File: src/rtl/uart_cmd_pkg.sv
// Shared opcodes, reply bytes and FSM state type for the UART command controller.
package uart_cmd_pkg;

  localparam logic [7:0] OP_WR   = 8'h57;
  localparam logic [7:0] OP_RD   = 8'h52;
  localparam logic [7:0] OP_PING = 8'h50;

  localparam logic [7:0] RSP_ACK = 8'h06;
  localparam logic [7:0] RSP_NAK = 8'h15;

  typedef enum logic [2:0] {
    ST_IDLE,
    ST_ADDR_H,
    ST_ADDR_L,
    ST_DATA_H,
    ST_DATA_L,
    ST_BUS,
    ST_RESP
  } state_e;

endpackage

File: src/rtl/uart_cmd_ctrl_if.sv
// Byte-stream and memory-bus signals of the command controller.
// master is the controller side, slave is the UART/memory side.
interface uart_cmd_ctrl_if #(
  parameter int unsigned AW = 15
);
  logic          rx_vld;
  logic [7:0]    rx_dat;
  logic          tx_vld;
  logic [7:0]    tx_dat;
  logic          tx_rdy;
  logic          mem_req;
  logic          mem_we;
  logic [AW-1:0] mem_addr;
  logic [15:0]   mem_wdat;
  logic          mem_ack;
  logic [15:0]   mem_rdat;
  logic          err;

  modport master (
    input  rx_vld, rx_dat, tx_rdy, mem_ack, mem_rdat,
    output tx_vld, tx_dat, mem_req, mem_we, mem_addr, mem_wdat, err
  );

  modport slave (
    output rx_vld, rx_dat, tx_rdy, mem_ack, mem_rdat,
    input  tx_vld, tx_dat, mem_req, mem_we, mem_addr, mem_wdat, err
  );
endinterface

File: src/rtl/uart_resp_ser.sv
// One- or two-byte response buffer drained over a valid/ready byte port.
module uart_resp_ser (
  input  logic       clk,
  input  logic       rstn,
  input  logic       load_i,
  input  logic [7:0] byte0_i,
  input  logic [7:0] byte1_i,
  input  logic [1:0] cnt_i,
  input  logic       tx_rdy_i,
  output logic       tx_vld_o,
  output logic [7:0] tx_dat_o,
  output logic       busy_o
);

  logic       vld_q, vld_d;
  logic [7:0] dat_q, dat_d;
  logic [7:0] nxt_q, nxt_d;
  logic       more_q, more_d;

  always_comb begin
    vld_d  = vld_q;
    dat_d  = dat_q;
    nxt_d  = nxt_q;
    more_d = more_q;
    if (load_i) begin
      vld_d  = 1'b1;
      dat_d  = byte0_i;
      nxt_d  = byte1_i;
      more_d = (cnt_i == 2'd2);
    end else if (vld_q && tx_rdy_i) begin
      if (more_q) begin
        dat_d  = nxt_q;
        more_d = 1'b0;
      end else begin
        vld_d = 1'b0;
      end
    end
  end

  always_ff @(posedge clk or negedge rstn) begin
    if (!rstn) begin
      vld_q  <= 1'b0;
      dat_q  <= 8'h00;
      nxt_q  <= 8'h00;
      more_q <= 1'b0;
    end else begin
      vld_q  <= vld_d;
      dat_q  <= dat_d;
      nxt_q  <= nxt_d;
      more_q <= more_d;
    end
  end

  // busy drops during the final handshake so the controller can leave RESP on that same edge
  assign busy_o   = vld_q && !(tx_rdy_i && !more_q);
  assign tx_vld_o = vld_q;
  assign tx_dat_o = dat_q;

endmodule

File: src/rtl/uart_cmd_ctrl.sv
// Parses W/R/P command packets from UART bytes, performs one 16-bit bus access
// per packet and streams ACK/NAK/read data back towards the transmitter.
module uart_cmd_ctrl
  import uart_cmd_pkg::*;
#(
  parameter int unsigned AW        = 15,
  parameter int unsigned TO_CYCLES = 100000,
  parameter int unsigned TOW       = 17
) (
  input logic             clk,
  input logic             rstn,
  uart_cmd_ctrl_if.master bus
);

  localparam logic [TOW-1:0] TO_LAST = TOW'(TO_CYCLES - 1);

  state_e         state_q, state_d;
  logic           op_wr_q, op_wr_d;
  logic [AW-1:0]  addr_q, addr_d;
  logic [15:0]    data_q, data_d;
  logic [TOW-1:0] to_cnt_q, to_cnt_d;
  logic           mem_req_q, mem_req_d;
  logic           err_q, err_d;

  logic       rx_vld;
  logic [7:0] rx_dat;
  logic       in_pkt, expire, is_cmd;
  logic       ld;
  logic [7:0] ld_b0, ld_b1;
  logic [1:0] ld_cnt;
  logic       ser_vld, ser_busy;
  logic [7:0] ser_dat;

  assign rx_vld = bus.rx_vld;
  assign rx_dat = bus.rx_dat;
  assign is_cmd = (rx_dat == OP_WR) || (rx_dat == OP_RD);
  assign in_pkt = (state_q == ST_ADDR_H) || (state_q == ST_ADDR_L) ||
                  (state_q == ST_DATA_H) || (state_q == ST_DATA_L);
  // a byte arriving in the expiry cycle takes priority over the timeout
  assign expire = in_pkt && !rx_vld && (to_cnt_q == TO_LAST);

  always_ff @(posedge clk or negedge rstn) begin
    if (!rstn) state_q <= ST_IDLE;
    else       state_q <= state_d;
  end

  always_comb begin
    state_d = state_q;
    case (state_q)
      ST_IDLE:   if (rx_vld) state_d = is_cmd ? ST_ADDR_H : ST_RESP;
      ST_ADDR_H: if (rx_vld) state_d = ST_ADDR_L;
                 else if (expire) state_d = ST_IDLE;
      ST_ADDR_L: if (rx_vld) state_d = op_wr_q ? ST_DATA_H : ST_BUS;
                 else if (expire) state_d = ST_IDLE;
      ST_DATA_H: if (rx_vld) state_d = ST_DATA_L;
                 else if (expire) state_d = ST_IDLE;
      ST_DATA_L: if (rx_vld) state_d = ST_BUS;
                 else if (expire) state_d = ST_IDLE;
      ST_BUS:    if (bus.mem_ack) state_d = ST_RESP;
      ST_RESP:   if (!ser_busy) state_d = ST_IDLE;
      default:   state_d = ST_IDLE;
    endcase
  end

  always_comb begin
    ld     = 1'b0;
    ld_b0  = RSP_ACK;
    ld_b1  = 8'h00;
    ld_cnt = 2'd1;
    err_d  = 1'b0;
    case (state_q)
      ST_IDLE: begin
        if (rx_vld && !is_cmd) begin
          ld    = 1'b1;
          ld_b0 = (rx_dat == OP_PING) ? RSP_ACK : RSP_NAK;
          err_d = (rx_dat != OP_PING);
        end
      end
      ST_ADDR_H, ST_ADDR_L, ST_DATA_H, ST_DATA_L: err_d = expire;
      ST_BUS: begin
        err_d = rx_vld;
        if (bus.mem_ack) begin
          ld = 1'b1;
          if (!op_wr_q) begin
            ld_b0  = bus.mem_rdat[15:8];
            ld_b1  = bus.mem_rdat[7:0];
            ld_cnt = 2'd2;
          end
        end
      end
      ST_RESP: err_d = rx_vld;
      default: err_d = 1'b0;
    endcase
    mem_req_d = (state_d == ST_BUS);
  end

  // addr_q holds only AW bits; the shift naturally discards the high address bits
  always_comb begin
    op_wr_d  = op_wr_q;
    addr_d   = addr_q;
    data_d   = data_q;
    to_cnt_d = '0;
    if (in_pkt && !rx_vld && !expire) to_cnt_d = to_cnt_q + 1'b1;
    if (rx_vld) begin
      case (state_q)
        ST_IDLE:              if (is_cmd) op_wr_d = (rx_dat == OP_WR);
        ST_ADDR_H, ST_ADDR_L: addr_d = AW'({addr_q, rx_dat});
        ST_DATA_H, ST_DATA_L: data_d = {data_q[7:0], rx_dat};
        default:              op_wr_d = op_wr_q;
      endcase
    end
  end

  always_ff @(posedge clk or negedge rstn) begin
    if (!rstn) begin
      op_wr_q   <= 1'b0;
      addr_q    <= '0;
      data_q    <= 16'h0000;
      to_cnt_q  <= '0;
      mem_req_q <= 1'b0;
      err_q     <= 1'b0;
    end else begin
      op_wr_q   <= op_wr_d;
      addr_q    <= addr_d;
      data_q    <= data_d;
      to_cnt_q  <= to_cnt_d;
      mem_req_q <= mem_req_d;
      err_q     <= err_d;
    end
  end

  uart_resp_ser u_ser (
    .clk      (clk),
    .rstn     (rstn),
    .load_i   (ld),
    .byte0_i  (ld_b0),
    .byte1_i  (ld_b1),
    .cnt_i    (ld_cnt),
    .tx_rdy_i (bus.tx_rdy),
    .tx_vld_o (ser_vld),
    .tx_dat_o (ser_dat),
    .busy_o   (ser_busy)
  );

  assign bus.tx_vld   = ser_vld;
  assign bus.tx_dat   = ser_dat;
  assign bus.mem_req  = mem_req_q;
  assign bus.mem_we   = op_wr_q;
  assign bus.mem_addr = addr_q;
  assign bus.mem_wdat = data_q;
  assign bus.err      = err_q;

endmodule
File: src/flat_wrapper.sv
// flat-port wrapper written by rule: the top's interface ports become plain ports
module uart_cmd_ctrl_flat import uart_cmd_pkg::*;
#(
  parameter int unsigned AW        = 15,
  parameter int unsigned TO_CYCLES = 100000,
  parameter int unsigned TOW       = 17
)
  (clk, rstn, bus_rx_vld, bus_rx_dat, bus_tx_rdy, bus_mem_ack, bus_mem_rdat, bus_tx_vld, bus_tx_dat, bus_mem_req, bus_mem_we, bus_mem_addr, bus_mem_wdat, bus_err);
  uart_cmd_ctrl_if #(.AW(AW)) bus_i ();
  input logic clk;
  input logic rstn;
  input wire logic [$bits(bus_i.rx_vld)-1:0] bus_rx_vld;
  input wire logic [$bits(bus_i.rx_dat)-1:0] bus_rx_dat;
  input wire logic [$bits(bus_i.tx_rdy)-1:0] bus_tx_rdy;
  input wire logic [$bits(bus_i.mem_ack)-1:0] bus_mem_ack;
  input wire logic [$bits(bus_i.mem_rdat)-1:0] bus_mem_rdat;
  output wire logic [$bits(bus_i.tx_vld)-1:0] bus_tx_vld;
  output wire logic [$bits(bus_i.tx_dat)-1:0] bus_tx_dat;
  output wire logic [$bits(bus_i.mem_req)-1:0] bus_mem_req;
  output wire logic [$bits(bus_i.mem_we)-1:0] bus_mem_we;
  output wire logic [$bits(bus_i.mem_addr)-1:0] bus_mem_addr;
  output wire logic [$bits(bus_i.mem_wdat)-1:0] bus_mem_wdat;
  output wire logic [$bits(bus_i.err)-1:0] bus_err;
  assign bus_i.rx_vld = bus_rx_vld;
  assign bus_i.rx_dat = bus_rx_dat;
  assign bus_i.tx_rdy = bus_tx_rdy;
  assign bus_i.mem_ack = bus_mem_ack;
  assign bus_i.mem_rdat = bus_mem_rdat;
  assign bus_tx_vld = bus_i.tx_vld;
  assign bus_tx_dat = bus_i.tx_dat;
  assign bus_mem_req = bus_i.mem_req;
  assign bus_mem_we = bus_i.mem_we;
  assign bus_mem_addr = bus_i.mem_addr;
  assign bus_mem_wdat = bus_i.mem_wdat;
  assign bus_err = bus_i.err;
  uart_cmd_ctrl #(.AW(AW), .TO_CYCLES(TO_CYCLES), .TOW(TOW)) u_core (.clk(clk), .rstn(rstn), .bus(bus_i));
endmodule
File: config.mk
export PLATFORM = sky130hd
export DESIGN_NAME = uart_cmd_ctrl_flat
export DESIGN_NICKNAME = d
export VERILOG_FILES = /design/src/rtl/uart_cmd_pkg.sv /design/src/rtl/uart_cmd_ctrl_if.sv /design/src/rtl/uart_resp_ser.sv /design/src/rtl/uart_cmd_ctrl.sv /design/src/flat_wrapper.sv
export SDC_FILE = /design/constraint.sdc
export NUM_CORES = 1
export LEC_CHECK = 0
export CORE_ASPECT_RATIO = 2
export CORE_MARGIN = 5
export CORE_UTILIZATION = 40
export DETAILED_ROUTE_END_ITERATION = 8
export GPL_TIMING_DRIVEN = 0
export MAX_ROUTING_LAYER = met4
export PLACE_DENSITY = 0.73
export SLEW_MARGIN = 15
export SYNTH_ARGS = -nofsm -noshare
export SYNTH_HDL_FRONTEND = slang
export SYNTH_SLANG_ARGS = --single-unit
File: constraint.sdc
create_clock -name clk -period 4.65 [get_ports clk]
set_input_delay 0.93 -clock clk [delete_from_list [all_inputs] [get_ports clk]]
set_output_delay 0.93 -clock clk [all_outputs]
set_load 0.02 [all_outputs]
Word-level counts from Yosys, hierarchy flattened

Index checks and enable logic that the tools add are counted.

Flip-flop bits (word level): 72
Input bits: 29
Output and inout bits: 43

Add/sub/neg operators: 1
Eq/ne operators: 14
Muxes and demuxes: 36
Reductions and logical operators: 28

Operator list:

| operator                                       | count |
|---|---|
| two-way mux 8 bit                              | 9 |
| two-way mux 3 bit                              | 10 |
| == test 8 x 7 -> 1 bit (second input constant) | 3 |
| one-hot mux 3 bit (7 select lines)             | 1 |
| adder 17 x 1 -> 17 bit (second input constant) | 1 |
| == test 17 bit (second input constant)         | 1 |
| two-way mux 17 bit                             | 1 |
| one-hot mux 8 bit (2 select lines)             | 1 |
| == test 3 bit (second input constant)          | 4 |
| two-way mux 1 bit                              | 8 |
| != test 8 x 7 -> 1 bit (second input constant) | 1 |
| AND reduction 2 bit                            | 4 |
| logical AND 1 bit                              | 7 |
| == test 3 x 2 -> 1 bit (second input constant) | 2 |
| two-way mux 2 bit                              | 3 |
| OR reduction 2 bit                             | 3 |
| logical NOT 1 bit                              | 5 |
| two-way mux 5 bit                              | 1 |
| logical OR 1 bit                               | 4 |
| nonzero test 2 bit                             | 2 |
| OR reduction 4 bit                             | 1 |
| == test 3 x 1 -> 1 bit (second input constant) | 1 |
| logical NOT 3 bit                              | 1 |
| one-hot mux 1 bit (3 select lines)             | 1 |
| 4 further kinds                                | 4 |

Logic depth before layout (Yosys ltp)

Depth in word-level cells: 10
Depth in mapped cells: 7
Mapped depth without buffers: 6

By module

Synthesis repeated with hierarchy kept, for this count alone.

Cell total of the unflattened synthesis: 293
Area total of the unflattened synthesis: 3395.8 µm²

By module, submodules not included:

| module        | instances | cells each | area an instance (µm²) | seq. area each (µm²) |
|---|---|---|---|---|
| uart_cmd_ctrl | 1         | 222        | 2601.2                 | 1351.3 |
| uart_resp_ser | 1         | 71         | 794.5                  | 450.4 |

Least setup slack after synthesis

Ideal clock, no wire load.

Path type: input to register
Start point: input bus_rx_vld
End point: register u_core.u_ser.dat_q[2] (netlist: u_core.u_ser.tx_dat_o[2])
Library setup time: 125 ps
Data arrival time: 2352 ps
Data required time: 4525 ps
Slack: 2174 ps
Cell stages on the path: 6
Cells stage by stage: buf_2 or4b_4 a31oi_4 a31oi_4 nand2_2 mux2_2

Cells in the longest elaborated chain, start to end: 5

Ends and longest elaborated chain:

| element                            | RTL line            | source |
|---|---|---|
| start: declaration                 | flat_wrapper.sv:12  | `input wire logic [$bits(bus_i.rx_vld)-1:0] bus_rx_vld;` |
| logical AND 1 bit *                | uart_cmd_ctrl.sv:73 | `if (rx_vld && !is_cmd) begin` |
| two-way mux 1 bit                  | uart_cmd_ctrl.sv:73 |  |
| one-hot mux 1 bit (2 select lines) | uart_cmd_ctrl.sv:71 | `case (state_q)` |
| nonzero test 2 bit (no line)       | --                  |  |
| AND reduction 2 bit (no line)      | --                  |  |
| end signal: assignment             | uart_resp_ser.sv:48 | `dat_q <= dat_d;` |
| end: declaration                   | uart_resp_ser.sv:16 | `logic [7:0] dat_q, dat_d;` |

Mark *: on every way between the ends. The rest lies on a longest branch, timed or not.
A chain may end at the register's enable or synchronous reset.

Worst setup path in the final report

Start point: input bus_rx_dat[1]
End point: register u_core.u_ser.dat_q[4] (netlist: u_core.u_ser.tx_dat_o[4])

Cells in the longest elaborated chain, start to end: 8

Ends and longest elaborated chain:

| element                            | RTL line            | source |
|---|---|---|
| start: declaration                 | flat_wrapper.sv:13  | `input wire logic [$bits(bus_i.rx_dat)-1:0] bus_rx_dat;` |
| == test 8 x 7 -> 1 bit             | uart_cmd_ctrl.sv:36 | `assign is_cmd = (rx_dat == OP_WR) \|\| (rx_dat == OP_RD);` |
| logical OR 1 bit                   | uart_cmd_ctrl.sv:36 |  |
| logical NOT 1 bit                  | uart_cmd_ctrl.sv:73 |  |
| logical AND 1 bit                  | uart_cmd_ctrl.sv:73 |  |
| two-way mux 1 bit                  | uart_cmd_ctrl.sv:73 |  |
| one-hot mux 1 bit (2 select lines) | uart_cmd_ctrl.sv:71 |  |
| nonzero test 2 bit (no line)       | --                  |  |
| AND reduction 2 bit (no line)      | --                  |  |

Parallel ways exist; a longest one is shown, timed or not.

==> metrics.txt <==
Multi-input gate area between 0.001 and 0.0015 mm²; Slew HR 61.8%; # DRC 0; Min Hold Slack 0.476 ns; Layout area overhead 36.5%; kind of start point of the critical path input port; Syn Inst Count 263; CTS Buffer Depth 2; measured slew at the worst slew-check pin 0.573 ns; IO Count 72; CTS root buffer clkbuf_16; Switching Share 33.9%; CP endpoint kind flip-flop; final net count 375; Final setup viols 0; initial detailed-routing violation count 128; Design Area, Final 0.00438 mm²; fin crit share 62.0%; leading area contributor after synthesis dfrtp_1; CP max FO 10; placement row count 46; critical path data arrival time approximately 3.1 ns; kind of critical path input port to flip-flop; Combinational Power Share 40.2%; first-pass GRT wire length 12400 µm; most common cell after layout, fill and taps aside dfrtp_1; Worst-path clk slew 0.06 ns; Static Leak 0.00187 µW; starting density of the core about 41%; fin worst setup slack 1.77 ns; wl on met1 2960 µm; Detailed Place HPWL 5510 µm; vias in the first global route about 2500; FF+latch area 0.00180 mm²; max-cap violations 0; Horiz. Die Dim 73.3 µm; DIE AREA 0.0100 mm²; Total Routed Length 7460 µm; largest net degree at the start of global routing 53; Tmin final 2.88 ns; Synth Cell Area 0.00321 mm²; layout cells sized above 1 19.4%; Layout Skew roughly 0.0076 ns; post-CTS setup buffers 0; Int Pwr 1860 µW; commonest cells after routing, fill and taps aside dfrtp_1 (72), clkdlybuf4s50_1 (69), mux2_2 (35); WL met3 233 µm; total track usage 16.9%; max-slew violation count 0; Vias 2374; metal2 WL 4030 µm; top_reg_cell synth dfrtp_1; unrepaired setup endpoints after global routing false; Post-CTS Hold Buffers 0; CP required ~5 ns; flop2flop setup slack between 2 and 3 ns; Clock Power Share 26.6%; GRT overflow 0; number of synthesized flops with an enable pin 0; outcome finished, final reports clean; H-tree levels 3; vias per cell 5.32; CTS tree built; syn_nets 293; pwr/cell area 643 mW/mm²; post-route ant nets 0; Die Y 137 µm; synth unique cells between 40 and 50; Seq/Total Area, Yosys 56.2%; Core Region 0.00789 mm²; Avg Cell Area, Syn 12.2 µm²; CTS resizes 0; # diodes 0; sequential power share 33.2%; top layer in use met4; Synth Warn # 0; Final Hold Fails 0; CTS sink cnt 72; Sw Pwr 954 µW; clock buffer count from CTS 9; initial antenna violation count 0; main area contributors after synthesis dfrtp_1 (56%), mux2_2 (12%), a22o_1 (3.3%); Setup TNS 0 ns; Pre-Repair DR Iteration Count 4; Placement Cell Area a little over 0.004 mm²; Hold WC Path Type flip-flop to flip-flop; # port buffers 70; drt wl/cell 16.7 µm; Final Wtd Congestion approximately 0.81; maximum vdd drop 0.000389 V; clk_lat worst skew between 0.3 and 0.4 ns; fraction of registers with async set/reset 100%; fmax 0.347 GHz; Power Total 2820 µW; Seq cells post-synth 72; Filler cells 645; Post-Place Worst Slack 1.42 ns; post-synth top area share between 50% and 60%
registers in the layout, summed over array words and instances (netlist names):
| signal | count |
|---|---|
| u_core.u_ser.tx_vld_o | 1 |
| u_core.u_ser.tx_dat_o | 8 |
| u_core.bus.mem_we | 1 |
| u_core.bus.mem_addr | 15 |
| u_core.bus.mem_wdat | 16 |
| u_core.state_q | 3 |
| u_core.bus.mem_req | 1 |
| u_core.to_cnt_q | 17 |
| u_core.u_ser.more_q | 1 |
| u_core.bus.err | 1 |
| u_core.u_ser.nxt_q | 8 |
power by group through the flow:
stage / combinational (µW) / clock, µW / sequential, µW
floorplan: 453 / 0 / 1130
global placement: 1120 / 0 / 941
detailed placement: 1140 / 0 / 947
CTS: 1150 / 764 / 938
global route: 1210 / 792 / 964
finish: 1130 / 748 / 935
cells in the mapped netlist (3+ instances only):
library cell / instances
dfrtp_1: 72
mux2_2: 35
nor2_1: 24
nand2_1: 18
a22o_1: 12
nand3_1: 12
xnor2_1: 11
o21ai_0: 9
xor2_1: 7
a21oi_1: 5
and3_1: 5
buf_2: 4
clkbuf_1: 4
nand4_1: 4
and4_1: 3
inv_1: 3
nor2b_1: 3
per-layer routing:
metal / track usage (%) / vias up
met2: 28.5 / 54
li1: - / 1113
met3: 3.82 / 19
met1: 18.3 / 1188
met5: - / -
met4: 8.17 / 0
logic make-up (layout without fill, tap and decap cells):
family | Yosys count | after routing | synth area share (%)
AO/OA/AOI/OAI | 40 | 40 | 10.3
XOR/XNOR | 18 | 18 | 4.91
adder cells (fa/ha/maj) | 1 | 1 | 0.390
buffers and inverters | 12 | 99 | 1.79
flip-flops | 72 | 72 | 56.2
multiplexers | 35 | 35 | 12.3
AND/OR/NAND/NOR | 85 | 85 | 14.2
worst max-delay path, cell delays in order:
cell and delay [ns]:
clkdlybuf4s50_1 0.54, nor2b_1 0.35, a31oi_4 0.18, a31oi_4 0.37, clkbuf_1 0.39, o21ai_0 0.21
a2bb2oi_1 0.17
metrics by stage:
step,utilization (%),std cells
4_1_cts,55.6,446
3_5_place_dp,51.4,430
6_report,55.6,446
3_3_place_gp,51.1,429
5_1_grt,55.6,446
2_1_floorplan,-,263
worst paths after layout:
kind	start	to	depth (start not counted)
max	bus_rx_dat[1]	u_core.u_ser.tx_dat_o[4]	7
min	u_core.to_cnt_q[0]	u_core.to_cnt_q[0]	1
max reg2reg	u_core.state_q[1]	u_core.u_ser.tx_dat_o[6]	6
min reg2reg	u_core.to_cnt_q[0]	u_core.to_cnt_q[0]	1
max in group asynchronous	rstn	u_core.u_ser.tx_dat_o[0]	2
min in group asynchronous	rstn	u_core.bus.mem_addr[12]	1
cell type report:
cell class / instances / area share (%)
Multi-Input combinational cell: 179 / 30.8
Clock inverter: 7 / 2.31
Timing Repair Buffer: 71 / 16.6
Inverter: 3 / 0.257
Sequential cell: 72 / 41.1
Buffer: 9 / 1.06
Tap cell: 96 / 2.74
Clock buffer: 9 / 5.14
(Power assumes the default switching activity.)
